--- src/rtl/sar_search_ctrl.sv ---
// sar_search_ctrl: MSB-first successive-approximation search driven through a one-hot magnitude comparator.
// Optional feature: define SAR_EARLY_EXIT_EN to end a search as soon as the comparator reports equality.
module sar_search_ctrl #(
    parameter int WIDTH = 4
) (
    input  logic             clk,
    input  logic             rst_n,
    input  logic             start,
    output logic [WIDTH-1:0] guess,
    input  logic             cmp_gt,
    input  logic             cmp_eq,
    input  logic             cmp_lt,
    output logic             busy,
    output logic             done,
    output logic [WIDTH-1:0] result,
    output logic             err
);
    localparam int IW = $clog2(WIDTH);
    typedef enum logic [1:0] {S_IDLE, S_SETTLE, S_DECIDE, S_DONE} state_t;
    state_t           r_state, w_state_nxt;
    logic [WIDTH-1:0] r_guess, w_guess_nxt, r_result, w_result_nxt, w_bit, w_work;
    logic [IW-1:0]    r_idx, w_idx_nxt;
    logic             r_err, w_err_nxt, w_onehot, w_early;
`ifdef SAR_EARLY_EXIT_EN
    assign w_early = cmp_eq;
`else
    assign w_early = 1'b0;
`endif
    assign w_onehot = ({cmp_gt, cmp_eq, cmp_lt} == 3'b100) ||
                      ({cmp_gt, cmp_eq, cmp_lt} == 3'b010) ||
                      ({cmp_gt, cmp_eq, cmp_lt} == 3'b001);
    assign w_bit    = WIDTH'(1) << r_idx;
    assign w_work   = cmp_lt ? (r_guess & ~w_bit) : r_guess;
    assign guess    = r_guess;
    assign result   = r_result;
    assign err      = r_err;
    assign busy     = (r_state == S_SETTLE) || (r_state == S_DECIDE);
    assign done     = (r_state == S_DONE);
    // State and search registers; guess doubles as the working value
    always_ff @(posedge clk or negedge rst_n) begin
        if (!rst_n) begin
            r_state  <= S_IDLE;
            r_guess  <= '0;
            r_result <= '0;
            r_idx    <= '0;
            r_err    <= 1'b0;
        end else begin
            r_state  <= w_state_nxt;
            r_guess  <= w_guess_nxt;
            r_result <= w_result_nxt;
            r_idx    <= w_idx_nxt;
            r_err    <= w_err_nxt;
        end
    end
    // Next-state and datapath decisions
    always_comb begin
        w_state_nxt  = r_state;
        w_guess_nxt  = r_guess;
        w_result_nxt = r_result;
        w_idx_nxt    = r_idx;
        w_err_nxt    = r_err;
        case (r_state)
            S_IDLE: if (start) begin
                w_state_nxt  = S_SETTLE;
                w_result_nxt = '0;
                w_err_nxt    = 1'b0;
                w_guess_nxt  = WIDTH'(1) << (WIDTH - 1);
                w_idx_nxt    = IW'(WIDTH - 1);
            end
            S_SETTLE: w_state_nxt = S_DECIDE;
            S_DECIDE: if (!w_onehot) begin
                w_state_nxt  = S_DONE;
                w_err_nxt    = 1'b1;
                w_result_nxt = r_guess;
            end else if (r_idx == '0 || w_early) begin
                w_state_nxt  = S_DONE;
                w_result_nxt = w_work;
            end else begin
                w_state_nxt  = S_SETTLE;
                w_idx_nxt    = r_idx - IW'(1);
                w_guess_nxt  = w_work | (WIDTH'(1) << (r_idx - IW'(1)));
            end
            default: w_state_nxt = S_IDLE;
        endcase
    end
endmodule

--- config.mk ---
export PLATFORM = sky130hd
export DESIGN_NAME = sar_search_ctrl
export DESIGN_NICKNAME = d
export VERILOG_FILES = /design/src/rtl/sar_search_ctrl.sv
export SDC_FILE = /design/constraint.sdc
export NUM_CORES = 1
export LEC_CHECK = 0
export ABC_CLOCK_PERIOD_IN_PS = 2400
export BUFFER_PORTS_ARGS = -buffer_cell sky130_fd_sc_hd__buf_2
export CAP_MARGIN = 10
export CORE_ASPECT_RATIO = 0.8
export CORE_MARGIN = 4
export CORE_UTILIZATION = 32
export DETAILED_ROUTE_END_ITERATION = 8
export HOLD_SLACK_MARGIN = 0.12
export SKIP_LAST_GASP = 1
export SLEW_MARGIN = 20
export SYNTH_ARGS = -nofsm -noshare
export SYNTH_HDL_FRONTEND = slang
export SYNTH_SLANG_ARGS = --single-unit
--- constraint.sdc ---
create_clock -name clk -period 2.4 [get_ports clk]
set_input_delay 0.24 -clock clk [delete_from_list [all_inputs] [get_ports clk]]
set_output_delay 0.24 -clock clk [all_outputs]
set_load 0.01 [all_outputs]
Yosys cells after proc, flatten, opt, wreduce, memory -nomap -nowiden
Cells that the tools add are included.
Storage, ports and cells
  output and inout port bits: 11
  logic and storage cells: 51
  input port bits: 6
  flip-flop bits (word level): 13
Cells by class
  reductions and logical operators: 9
  add/subtract/negate cells: 1
  shift-type cells: 2
  equal/unequal tests: 11
  bitwise gates (word level): 3
  muxes and demuxes: 20
Operators with widths (count)
  two-way mux 4 bit: 7
  case mux 4 bit (2 select lines): 2
  two-way mux 2 bit: 6
  inequality test 2 bit (second input constant): 4
  << shifter 1 x 2 -> 4 bit (first input constant): 2
  case mux 2 bit (3 select lines): 1
  AND reduction 3 bit: 2
  bitwise AND 4 bit: 1
  equality test 2 bit (second input constant): 2
  zero test 2 bit: 2
  inverter 4 bit: 1
  bitwise OR 4 bit: 1
  case mux 2 bit (2 select lines): 1
  AND reduction 4 bit: 1
  equality test 3 x 1 -> 1 bit (second input constant): 1
  equality test 3 x 2 -> 1 bit (second input constant): 1
  equality test 3 bit (second input constant): 1
  logical OR 1 bit: 3
  inequality test 3 x 2 -> 1 bit (second input constant): 1
  equality test 2 x 1 -> 1 bit (second input constant): 1
  two-way mux 1 bit: 2
  case mux 1 bit (2 select lines): 1
  nonzero test 2 bit: 1
  subtractor 2 x 1 -> 2 bit (second input constant): 1

Logic depth before layout (Yosys ltp)
  word-level depth: 8
  depth in mapped cells: 7
  mapped depth without buffers: 6

Least setup slack after synthesis
Ideal clock, no wire load.
  path type: reg2reg
  from: register r_idx[0]
  to: register r_guess[3], in the netlist guess[3]
  setup time: 0.119 ns
  data required time: 2.281 ns
  arrival: 1.580 ns
  stages on the path, launching flop included: 7
  slack: 0.702 ns
  clock period less this slack: 1.698 ns
  path buffers: 0
  cells stage by stage: dfrtp_1 inv_1 ha_1 or2_2 o22ai_4 nand3_1 o21a_1
Between the ends
  cells in the longest elaborated chain, start to end: 8
  elaborated cells on any way between the ends: 13
  those cells by class: 1 x add/sub; 1 x eq/ne; 2 x shift; 4 x mux; 3 x bitwise; 2 x reduce/logical
RTL lines
  start: declaration: line 22  | logic [IW-1:0] r_idx, w_idx_nxt;
  start signal: assignment: line 51  | r_idx <= w_idx_nxt;
  branches (longest 8 deep; another with subtractor 2 x 1 -> 2 bit)
  end signal: assignment: line 49  | r_guess <= w_guess_nxt;
  end: declaration: line 21  | logic [WIDTH-1:0] r_guess, w_guess_nxt, r_result, w_result_nxt, w_bit, w_work;
Several ways; the timed one is not identified. The select of a mux whose other input is x is not followed.
A chain may end at the register's enable or synchronous reset.

Worst setup path after layout
Ends and elaborated chain as after synthesis.

==> summary.txt <==
Pwr
  • PwrDens: 1060 mW/mm^2
  • Switching power: approximately 0.49 mW
  • Logic pwr share: between 50% and 60%
  • Int Pwr: approximately 0.58 mW
  • Clock share of power: between 10% and 20%
  • Switching share of power: a little under half
  • Peak supply drop: about 680 uV
  • Flop pwr share: 34.3%
  • Leak: around 0.47 nW

Cells and area
  • Fin cells: about 150
  • Filler cells: about 270
  • Layout area overhead: 18.6%
  • Diode count: 0
  • Commonest non-fill, non-tap cell in the layout: buf_2
  • Most frequent cells in the layout: buf_2 (16), dfrtp_1 (13), o21ai_0 (11), nand2_1 (9), nand3_1 (9)
  • Share of cells above drive strength 1: 21.2%
  • Fin nets: ~130

Synthesis
  • Count of cell types in the netlist: 31
  • Syn Nets: between 100 and 150
  • Avg Cell Area, Syn: roughly 9 um^2
  • Area share of the largest cell type after synthesis: a little under two fifths
  • Main flop type after synthesis: dfrtp_1
  • Seq cells post-synth: 13
  • Cells after synthesis: 94
  • Synth area leader: dfrtp_1
  • Top cells by area, synth: dfrtp_1 (38%), ha_1 (12%), o21ai_0 (6.5%)
  • Synthesized area: 850 um^2
  • EDFF count, synth: 0
  • Asr flop ratio synth: 100%
  • Synth Warn #: 0
  • Sequential share of the synthesized area: 38.3%

Placement
  • DPL Wire Length: between 1.5 and 2 mm
  • Port bufs: 16
  • Placed cell count: 144
  • RePlAce Congestion: approximately 0.80
  • Setup slack at placement: 455 ps

Global routing
  • Vias in the first global route: 716
  • Largest net degree at the start of global routing: 14
  • Initial antenna violation count: 0
  • All-Layer GR Usage: about an eighth
  • Global-route wire length before repair: about 3.4 mm
  • Final global-route overflow total: 0

Floorplan
  • Die Y-Extent: 54.1 um
  • Io pins: 17
  • Core Region: between 0.002 and 0.0025 mm^2
  • Rows: 16
  • Initial core utilization: 34.2%
  • Die width: 65.6 um
  • Die Area: 0.00355 mm^2

Clock tree
  • CTS tree: done
  • # Post-CTS Setup Buffers: 0
  • Clk Latency, worst-skew pair: between 200 and 300 ps
  • Clock sinks: 13
  • Htree depth: 1
  • Clock Pin Slew Worst Setup and Hold Paths: ~90 ps
  • CTS Hold Bufs: 1
  • Post-cts sizing count: 0
  • CTS max path bufs: 2
  • Cts bufs inserted: 3
  • Clk root buf: clkbuf_4

Route
  • Total wire length: between 2 and 2.5 mm
  • Initial DRC count: 28
  • Routed vias: around 760
  • Via/cell ratio: 5.09
  • DRC: 0
  • Post-DR wirelength/cell: approximately 14 um
  • Antenna Violating Nets Remaining: 0
  • Drt first pass iters: 4

Timing
  • Final TNS setup: 0 ps
  • Fin Clk Skew: 2.91 ps
  • Final Hold Fails: 0
  • Slew @ Worst Pin: around 600 ps
  • Max Freq: between 0.5 and 0.6 GHz
  • Relative slew slack: around three fifths
  • Tcrit/Tclk final: roughly 83%
  • RSZ-0062 raised after global routing: no
  • Final WS setup: between 400 and 500 ps
  • Final min period: 1990 ps
  • Setup violators final: 0
  • Slew Viols, Final: 0

Setup path
  • Slowest cell on crit path: dfrtp_1
  • Crit path arrival time: ~2200 ps
  • Crit path max fanout: 9
  • Worst path max stage delay: 480 ps
  • Worst Setup End Kind: register
  • Worst path top cell family by delay: simple AND/OR/NAND/NOR gates
  • Worst Path Buf+Inv: 1
  • Crit path cell chain: inv_1, ha_1, or2_2, o22ai_4, nand3_1, o21a_1
  • Setup CP Type: register to register
  • Worst path required time: 2570 ps
  • Worst Setup Start Kind: register

Flow run
  • Max-Cap Viols: 0

Worst hold path
  • Hold Crit Class: input port to register

Status
  • Outcome: complete, no violations
[layer usage]
layer | global-route usage, % | share of wire [%] | vias up
li1 | - | - | 377
met1 | 16.6 | 50 | 361
met2 | 20.5 | 44 | 20
met3 | 5.01 | 5.8 | 0
met4 | 1.03 | 0 | 0
met5 | 0 | 0 | -
[registers in the layout, summed over array words and instances, names as in the netlist]
| register | flops |
|---|---|
| err | 1 |
| guess | 4 |
| r_idx | 2 |
| r_state | 2 |
| result | 4 |
[kinds of logic (layout without fill, tap and decap cells)]
logic type | after synthesis | in the layout | synth area share [%]
mux | 1 | 1 | 1.18
buf+inv | 9 | 28 | 3.98
flops | 13 | 13 | 38.3
xor+xnor | 1 | 1 | 1.03
simple gates | 29 | 29 | 17.8
compound gates | 33 | 33 | 25.9
fa+ha+maj | 8 | 8 | 11.8
[tightest hold or removal path: cells and delay by family]
kind,cells,cell delay (ps)
buffers and inverters,1,120
AO/OA/AOI/OAI,1,100
AND/OR/NAND/NOR,1,60
[Yosys cell counts, types with 2 or more instances]
cell / count
nor2b_1: 2
a21boi_0: 2
o211ai_1: 4
clkbuf_1: 3
nand2_1: 9
nand3_1: 9
dfrtp_1: 13
inv_1: 6
o21ai_0: 11
ha_1: 8
a21oi_1: 7
[area by class of cell]
type | count | area (um^2) | area share, %
Sequential cell | 13 | 325 | 32.3
Inverter | 6 | 22.5 | 2.24
Clock buffer | 4 | 26.3 | 2.61
Multi-Input combinational cell | 72 | 490 | 48.7
Tap cell | 36 | 45.0 | 4.47
Timing Repair Buffer | 18 | 97.6 | 9.69
[per-stage QoR]
step / instance area (um^2) / power, mW / utilization, % / hold WS (ps)
after global routing: 1010 / 1.17 / 40.6 / 272
after CTS: 1010 / 1.07 / 40.6 / 283
final: 1010 / 1.07 / 40.6 / 281
after global placement: 971 / 0.914 / 39.1 / 152
after detailed placement: 971 / 0.929 / 39.1 / 156
after floorplan: 850 / 0.744 / - / -55.6
[worst paths after layout]
| check | slack (ps) | start | to | cells past startpoint |
|---|---|---|---|---|
| setup / recovery | 410 | r_idx[0]$_DFFE_PN0P_ | guess[3]$_DFFE_PN0P_ | 6 |
| hold / removal | 280 | cmp_lt | guess[3]$_DFFE_PN0P_ | 3 |
| setup reg to reg | 410 | r_idx[0]$_DFFE_PN0P_ | guess[3]$_DFFE_PN0P_ | 6 |
| hold reg to reg | 520 | result[2]$_DFFE_PN0P_ | result[2]$_DFFE_PN0P_ | 2 |
| max in group asynchronous | 1780 | rst_n | result[2]$_DFFE_PN0P_ | 2 |
| min in group asynchronous | 380 | rst_n | guess[1]$_DFFE_PN0P_ | 2 |
[power groups by stage]
| stage | clock network, mW | registers [mW] | logic (mW) |
|---|---|---|---|
| CTS | 0.145 | 0.364 | 0.563 |
| finish | 0.142 | 0.367 | 0.560 |
| global placement | 0 | 0.367 | 0.547 |
| floorplan | 0 | 0.380 | 0.364 |
| global route | 0.159 | 0.380 | 0.633 |
| detailed placement | 0 | 0.367 | 0.561 |
Note: power is estimated with default switching activity, not from simulation.
